<file path="config.mk">
export PLATFORM = sky130hd
export DESIGN_NAME = shift_seq
export DESIGN_NICKNAME = d
export VERILOG_FILES = /design/src/rtl/shift_seq.sv
export SDC_FILE = /design/constraint.sdc
export NUM_CORES = 1
export LEC_CHECK = 0
export ABC_AREA = 1
export BUFFER_PORTS_ARGS = -buffer_cell sky130_fd_sc_hd__buf_2
export CAP_MARGIN = 20
export CORE_AREA = 5 5 90 75
export CTS_CLUSTER_SIZE = 30
export DETAILED_ROUTE_END_ITERATION = 16
export DIE_AREA = 0 0 95 80
export GPL_TIMING_DRIVEN = 0
export PLACE_DENSITY_LB_ADDON = 0.15
export SYNTH_ARGS = -nofsm -noshare
export SYNTH_HDL_FRONTEND = slang
export SYNTH_SLANG_ARGS = --single-unit
</file>
<file path="constraint.sdc">
create_clock -name clk -period 3.79 [get_ports clk]
set_clock_uncertainty 0.05 [all_clocks]
set_input_delay 0.379 -clock clk [delete_from_list [all_inputs] [get_ports clk]]
set_output_delay 0.379 -clock clk [all_outputs]
set_load 0.005 [all_outputs]
</file>
<file path="src/rtl/shift_seq.sv">
// Sequential I-type shifter (SLLI/SRLI/SRAI): captures an operand, shifts it a few bits per cycle, writes back once.
// Optional build macro SHIFT_SEQ_FAST_EN: shift 4 bits per cycle while the remaining count is at least 4.

`ifndef RDATA_WIDTH
`define RDATA_WIDTH 32
`endif
`ifndef RADDR_WIDTH
`define RADDR_WIDTH 5
`endif

module shift_seq (
    input  logic                      clk,
    input  logic                      rst,
    input  logic                      req_i,
    input  logic [2:0]                funct3_i,
    input  logic                      arith_i,
    input  logic [`RDATA_WIDTH-1:0]   op1_i,
    input  logic [`RDATA_WIDTH-1:0]   op2_i,
    input  logic [`RADDR_WIDTH-1:0]   rd_i,
    input  logic                      flush_i,
    output logic                      stall_o,
    output logic                      busy_o,
    output logic                      done_o,
    output logic [`RDATA_WIDTH-1:0]   result_o,
    output logic                      reg_we_o,
    output logic [`RADDR_WIDTH-1:0]   reg_waddr_o
);

    localparam int unsigned DW = `RDATA_WIDTH;
    localparam int unsigned AW = `RADDR_WIDTH;
    localparam int unsigned CW = 5;

    localparam logic [1:0] ST_IDLE  = 2'd0;
    localparam logic [1:0] ST_SHIFT = 2'd1;
    localparam logic [1:0] ST_DONE  = 2'd2;

    localparam logic [2:0] F3_SLL = 3'b001;
    localparam logic [2:0] F3_SR  = 3'b101;

    logic [1:0]    state_q, state_d;
    logic [CW-1:0] cnt_q,   cnt_d;
    logic [DW-1:0] val_q,   val_d;
    logic [AW-1:0] rd_q,    rd_d;
    logic          right_q, right_d;
    logic          arith_q, arith_d;

    logic          legal;
    logic          accept;
    logic [2:0]    step;
    logic          unused_op2_hi;

    // Only the low five bits of the shift operand carry the amount.
    assign unused_op2_hi = ^op2_i[DW-1:CW];

    assign legal  = ((funct3_i == F3_SLL) && !arith_i) || (funct3_i == F3_SR);
    assign accept = rst && (state_q == ST_IDLE) && req_i && !flush_i && legal;

`ifdef SHIFT_SEQ_FAST_EN
    assign step = (cnt_q >= CW'(4)) ? 3'd4 : 3'd1;
`else
    assign step = 3'd1;
`endif

    // One shift step of amt bits in the captured direction/fill.
    function automatic logic [DW-1:0] shift_step(input logic [DW-1:0] v,
                                                 input logic          right,
                                                 input logic          arith,
                                                 input logic [2:0]    amt);
        logic [DW-1:0] r;
        if (!right) begin
            r = v << amt;
        end else if (arith) begin
            r = DW'($signed(v) >>> amt);
        end else begin
            r = v >> amt;
        end
        return r;
    endfunction

    always_ff @(posedge clk) begin
        if (!rst) begin
            state_q <= ST_IDLE;
            cnt_q   <= '0;
            val_q   <= '0;
            rd_q    <= '0;
            right_q <= 1'b0;
            arith_q <= 1'b0;
        end else begin
            state_q <= state_d;
            cnt_q   <= cnt_d;
            val_q   <= val_d;
            rd_q    <= rd_d;
            right_q <= right_d;
            arith_q <= arith_d;
        end
    end

    always_comb begin
        state_d = state_q;
        cnt_d   = cnt_q;
        val_d   = val_q;
        rd_d    = rd_q;
        right_d = right_q;
        arith_d = arith_q;

        case (state_q)
            ST_IDLE: begin
                if (accept) begin
                    cnt_d   = op2_i[CW-1:0];
                    val_d   = op1_i;
                    rd_d    = rd_i;
                    right_d = (funct3_i == F3_SR);
                    arith_d = arith_i && (funct3_i == F3_SR);
                    state_d = (op2_i[CW-1:0] == '0) ? ST_DONE : ST_SHIFT;
                end
            end
            ST_SHIFT: begin
                val_d = shift_step(val_q, right_q, arith_q, step);
                cnt_d = cnt_q - CW'(step);
                if (cnt_d == '0) begin
                    state_d = ST_DONE;
                end
            end
            ST_DONE: begin
                state_d = ST_IDLE;
            end
            default: begin
                state_d = ST_IDLE;
            end
        endcase

        // Flush aborts from any state; acceptance is already blocked by it.
        if (flush_i) begin
            state_d = ST_IDLE;
        end
    end

    // Outputs decode the state register; held at zero while reset is asserted.
    always_comb begin
        stall_o     = 1'b0;
        busy_o      = 1'b0;
        done_o      = 1'b0;
        reg_we_o    = 1'b0;
        result_o    = '0;
        reg_waddr_o = '0;
        if (rst) begin
            stall_o = accept || (state_q == ST_SHIFT);
            busy_o  = (state_q != ST_IDLE);
            if (state_q == ST_DONE) begin
                done_o      = 1'b1;
                reg_we_o    = 1'b1;
                result_o    = val_q;
                reg_waddr_o = rd_q;
            end
        end
    end

endmodule
</file>
==> results of run 1 <==
[cell usage after synthesis, drive strengths merged]
library cell,count,area (um^2)
nand3,12,60.1
o21ai,103,515
nand4,3,18.8
clkinv,1,3.75
clkbuf,12,45.0
ha,2,25.0
o31ai,1,12.5
nor3,5,25.0
nand2,69,283
a21oi,5,36.3
inv,55,209
buf,17,148
nor2,147,574
dfxtp,46,921
[sequential cells by signal, summed over array words and instances, names as in the netlist]
signal,count
arith_q,1
cnt_q,5
rd_q,5
right_q,1
state_q,2
val_q,32
[power breakdown]
part / total (mW) / switching [mW] / internal (mW) / leakage, nW
clock: 0.353 / 0.169 / 0.184 / 0.0575
combinational: 0.109 / 0.0611 / 0.0477 / 1.37
sequential: 0.508 / 0.0115 / 0.496 / 0.372
total: 0.970 / 0.241 / 0.728 / 1.80
[metrics by stage]
step	power (mW)	instance area, um^2	hold WS (ns)	util (%)
3_5_place_dp	0.627	3430	0.432	59.6
3_3_place_gp	0.624	3430	0.407	59.6
6_report	0.970	3540	0.223	61.5
2_1_floorplan	0.581	2880	0.396	-
5_1_grt	1.02	3540	0.227	61.5
4_1_cts	0.976	3540	0.216	61.5
[per-layer routing]
| layer | GRT usage (%) | up-vias | routed length (um) |
|---|---|---|---|
| li1 | - | 1686 | - |
| met1 | 29.1 | 1444 | 3860 |
| met2 | 36.7 | 97 | 3900 |
| met3 | 4.05 | 6 | 456 |
| met4 | 7.06 | 0 | 62 |
| met5 | 0 | - | 0 |
[critical path, stage by stage, from the launching register on]
cell and delay [ns]:
dfxtp_1 0.39, inv_1 0.19, nor2_1 0.06, nand2_1 0.21
clkbuf_1 0.38, inv_1 0.10, buf_4 0.14, buf_2 0.11
[cell families after synthesis]
family / share of synthesized area (%)
AO/OA/AOI/OAI: 19.6
flip-flops: 32.0
AND/OR/NAND/NOR: 33.4
adder cells (fa/ha/maj): 0.870
buffers and inverters: 14.1
[how the worst min path moves through the flow]
stage                     slack, ns  cells after the start     from      end
after detailed placement       0.43                      2  rd_q[0]  rd_q[0]
after floorplan                0.40                      2  arith_q  arith_q
after CTS                      0.22                      3  rd_i[0]  rd_q[0]
final                          0.22                      3  rd_i[0]  rd_q[0]
after global placement         0.41                      2  arith_q  arith_q
after global routing           0.23                      3  rd_i[0]  rd_q[0]
[final cells by class]
cell class / count / area [um^2]
Clock buffer: 8 / 110
Inverter: 56 / 213
Timing Repair Buffer: 90 / 450
Fill cell: 603 / 2220
Tap cell: 81 / 101
Multi-Input combinational cell: 347 / 1550
Sequential cell: 46 / 921
Buffer: 29 / 193
==> summary.txt, run 1 <==
Outcome
  – Status: finished, final reports clean

Setup path
  – WP data arrival: 1.89 ns
  – Worst setup SP type: register
  – Crit path kind: register to output pin
  – Crit path launch: state_q[1]
  – Flop2flop setup slack: 2.22 ns
  – Reg2reg start: state_q[0]
  – Worst EP required: 3.36 ns
  – Worst r2r path cells: 10
  – CP max FO: 10
  – CP endpoint kind: output pin
  – Critical path endpoint: reg_we_o
  – Worst R2R End: val_q[9]

CTS
  – Longest Clk Path Bufs: 2
  – Clock root buffer master: clkbuf_8
  – Post-CTS setup buffers: 0
  – Cts repair resizes: 0
  – Clock-pin slew on the worst setup and hold paths: 0.09 ns
  – Clock H-tree levels: 2
  – Clk sink count: 46
  – Hold Buf Count CTS: 0
  – CTS tree: yes
  – TritonCTS Buffers: 5
  – Clock latency on the worst-skew pair: 0.30 ns

Layout
  – Most frequent cells in the layout: nor2_1, buf_2, o21ai_0
  – Final net count: 654
  – Final cell count without fillers: 657
  – Area growth syn-to-layout: 23.0%
  – Layout cells sized above 1: 21.5%
  – ANT cells: 0
  – Most common cell after layout, fill and taps aside: nor2_1

Die
  – Core Region: 0.00576 mm^2
  – Initial core utilization: 50.0%
  – Total die area: 0.00760 mm^2
  – Num rows: 25
  – I/O pin cnt: 118
  – Die Wd: 95 um
  – Die H: 80 um

STA
  – Max-slew violations: 0
  – Worst Max-Slew Pin Slew: 0.508 ns
  – Fin worst setup slack: 1.47 ns
  – Timing-limited maximum frequency: 430 MHz
  – Tcrit/Tclk final: 61.3%
  – Final TNS setup: 0 ns
  – Rel. slew slack: 66.1%
  – Clock period minus worst slack: 2.32 ns
  – RSZ-0062 raised after global routing: false
  – Hold Fails Final Rpt: 0
  – Count of final setup violators: 0

Detailed routing
  – Drt total wl: 8280 um
  – Drt first-iter violations: 226
  – Antenna Violating Nets Remaining: 0
  – DR WL/cell: 12.6 um
  – DR vias: 3,233
  – Drt drc: 0
  – Vias per cell: 4.92
  – Drt pass-1 iters: 5

Placement
  – Placed Cells: 649
  – Pre-CTS setup slack: 1.81 ns
  – RePlAce Congestion: 0.872
  – Port bufs: 90
  – DP HPWL: 6140 um

Logic synthesis
  – Ys Warns: 0
  – Post-synthesis average cell area: 6.02 um^2
  – Sequential fraction of the synthesis area: 32.0%
  – Syn Inst Count: 478
  – Synthesis-stage register bit count: 46
  – Count of cell types in the netlist: 24
  – Post-synthesis cell area: 0.00288 mm^2
  – Syn Nets: 557

Min path
  – Hold WC Path Type: input port to register

Global routing
  – Largest net degree at the start of global routing: 14
  – Gr ovfl total: 0
  – Total GRT Usage: 22.2%
  – Initial antenna violation count: 0
  – First-pass GRT wire length: 13,600 um
  – Vias in the first global route: 3,026

Pwr
  – Pleak: 1.80 nW
  – Worst VDD drop: 0.188 mV
  – PD cells: 274 mW/mm^2

Run
  – Max_cap viols: 0
(Power assumes the default switching activity.)
==> inputs of run 2 (changes only) <==
--- a/config.mk
+++ b/config.mk
@@ -8,10 +8,10 @@
 export ABC_AREA = 1
 export BUFFER_PORTS_ARGS = -buffer_cell sky130_fd_sc_hd__buf_2
 export CAP_MARGIN = 20
-export CORE_AREA = 5 5 90 75
+export CORE_AREA = 5 5 97 81
 export CTS_CLUSTER_SIZE = 30
 export DETAILED_ROUTE_END_ITERATION = 16
-export DIE_AREA = 0 0 95 80
+export DIE_AREA = 0 0 102 86
 export GPL_TIMING_DRIVEN = 0
 export PLACE_DENSITY_LB_ADDON = 0.15
 export SYNTH_ARGS = -nofsm -noshare
==> constraint.sdc (replaced) <==
create_clock -name clk -period 2.1 [get_ports clk]
set_clock_uncertainty 0.05 [all_clocks]
set_input_delay 0.21 -clock clk [delete_from_list [all_inputs] [get_ports clk]]
set_output_delay 0.21 -clock clk [all_outputs]
set_load 0.005 [all_outputs]
==> run 2 against run 1 <==
  * First-iteration DRC count decreased by 13%
  * Via count rose by 1.6%
  * Cell count up 1.8%
  * Count of clock-buffer cells in the layout fell by 1
  * Highest routed layer unchanged
  * Worst hold slack worse by 0.16 ns
  * Wire length up 2.3%
==> summary.txt, run 2 (synthesis results as in run 1) <==
CTS
  – Clock H-tree levels: 2 (unchanged)
  – Clock-pin slew on the worst setup and hold paths: 0.08 ns (about the same)
  – Clk sink count: 46 (unchanged)
  – Hold Buf Count CTS: 0 (unchanged)
  – TritonCTS Buffers: 5 (unchanged)
  – CTS tree: yes
  – Clock root buffer master: clkbuf_8
  – Clock latency on the worst-skew pair: 0.29 ns (about the same)
  – Longest Clk Path Bufs: 2 (unchanged)

Global routing
  – Total GRT Usage: 18.9% (-3.3 points)
  – First-pass GRT wire length: 13,700 um (+0.66%)
  – Initial antenna violation count: 0 (unchanged)
  – Vias in the first global route: 2,998 (-0.93%)
  – Largest net degree at the start of global routing: 13 (-1)
  – Gr ovfl total: 0 (unchanged)

Die
  – Initial core utilization: 42.8% (-7.2 points)
  – Die H: 86 um (+7.5%)
  – Num rows: 27 (+8.0%)
  – I/O pin cnt: 118 (unchanged)
  – Die Wd: 102 um (+7.4%)
  – Core Region: 0.00672 mm^2 (+17%)
  – Total die area: 0.00877 mm^2 (+15%)

Run
  – Max_cap viols: 0 (unchanged)

Layout
  – Final net count: 661 (+1.1%)
  – Fill cells: 714 (+18%)
  – Most common cell after layout, fill and taps aside: nor2_1
  – Largest register FFs: 32 (unchanged)
  – Register name with the most flops: val_q
  – Layout Utilization: 53.1% (-8.3 points)
  – Area growth syn-to-layout: 24.2%
  – Most frequent cells in the layout: nor2_1, buf_2, o21ai_0
  – ANT cells: 0 (unchanged)
  – Layout cells sized above 1: 22.9% (+1.3 points)
  – Top Registers: val_q: 32 flops, cnt_q: 5 flops, rd_q: 5 flops

Detailed routing
  – DR vias: 3,284 (+1.6%)
  – Drt first-iter violations: 196 (-13%)
  – Drt pass-1 iters: 5 (unchanged)
  – Vias per cell: 4.91 (-0.24%)
  – Drt total wl: 8470 um (+2.3%)
  – Antenna Violating Nets Remaining: 0 (unchanged)
  – Drt drc: 0 (unchanged)
  – DR WL/cell: 12.7 um (+0.44%)

Min path
  – Hold WC Path Type: input port to register

STA
  – Max-slew violations: 0 (unchanged)
  – Rel. slew slack: 64.8% (-1.3 points)
  – Clock period minus worst slack: 1.97 ns
  – Final TNS setup: 0 ns (unchanged)
  – Hold Fails Final Rpt: 0 (unchanged)
  – Timing-limited maximum frequency: 508 MHz
  – Tcrit/Tclk final: 93.8%
  – Count of final setup violators: 0 (unchanged)
  – Worst Max-Slew Pin Slew: 0.528 ns (+0.0194 ns)

Placement
  – RePlAce Congestion: 0.854 (-2.0%)
  – DP HPWL: 6240 um (+1.6%)
  – Port bufs: 90 (unchanged)

Pwr
  – Pleak: 1.82 nW (+1.3%)
  – PD cells: 457 mW/mm^2 (+67%)
  – Worst VDD drop: 0.212 mV (+12%)

Setup path
  – Worst EP required: 1.84 ns (-1.52 ns)
  – CP max FO: 10 (unchanged)
  – CP endpoint kind: output pin
  – Worst setup SP type: register
  – Crit path kind: register to output pin
  – Flop2flop setup slack: 0.43 ns (-1.79 ns)
  – WP data arrival: 1.71 ns (-0.18 ns)

Outcome
  – Status: finished, final reports clean
run 2: stage by stage:
stage               power, mW  instance area [um^2]  hold WS (ns)  std cells  setup WS [ns]
finish                   1.63                  3570        0.0637        669          0.130
global route             1.71                  3570        0.0643        669       -0.00494
CTS                      1.64                  3510        0.0580        662        0.00680
detailed placement       1.13                  3440         0.372        655          0.255
global placement         1.13                  3440         0.361        655          0.294
floorplan                1.05                  2880         0.273        478          0.633
run 2: power breakdown:
| part | switching (mW) | total (mW) | leakage [nW] | internal [mW] |
|---|---|---|---|---|
| clock network | 0.283 | 0.513 | 0.0383 | 0.230 |
| registers | 0.0208 | 0.916 | 0.373 | 0.895 |
| logic | 0.113 | 0.203 | 1.41 | 0.0900 |
| total | 0.417 | 1.63 | 1.82 | 1.22 |
run 2: final cells by class:
| cell class | count | area [um^2] | area share, % |
|---|---|---|---|
| Clock buffer | 7 | 76.3 | 2.14 |
| Tap cell | 87 | 109 | 3.05 |
| Timing Repair Buffer | 97 | 503 | 14.1 |
| Sequential cell | 46 | 922 | 25.8 |
| Buffer | 29 | 196 | 5.50 |
| Multi-Input combinational cell | 347 | 1550 | 43.5 |
| Inverter | 56 | 213 | 5.95 |
run 2: path summary, 6_finish.rpt:
path	start	to	cells after the start
max reg2reg	state_q[0]	val_q[20]	11
min	rd_i[3]	rd_q[3]	3
max	state_q[0]	stall_o	10
min reg2reg	arith_q	arith_q	2
run 2: layer usage:
layer  global-route usage, %  vias to the layer above  share of wire, %
li1                        -                     1698                 -
met1                    26.4                     1464                46
met2                    30.5                      113                46
met3                    2.85                        9               6.6
met4                    4.41                        0               1.1
met5                       0                        -                 0
run 2: what timing repair did:
action | CTS | global route
pin swaps | 0 | 2
resized for setup | 2 | 5
setup endpoints to repair | 5 | 32
cloned | 0 | 0
setup buffers | 0 | 7
run 2: worst max-delay path: stages (launching register included):
cell and delay (ns):
dfxtp_1 0.31, buf_6 0.13, nor2_4 0.11, nand2_2 0.07, nor2_4 0.16, nand2_4 0.12
nand2_8 0.10, inv_4 0.06, buf_6 0.14, nor2_1 0.09, buf_2 0.12
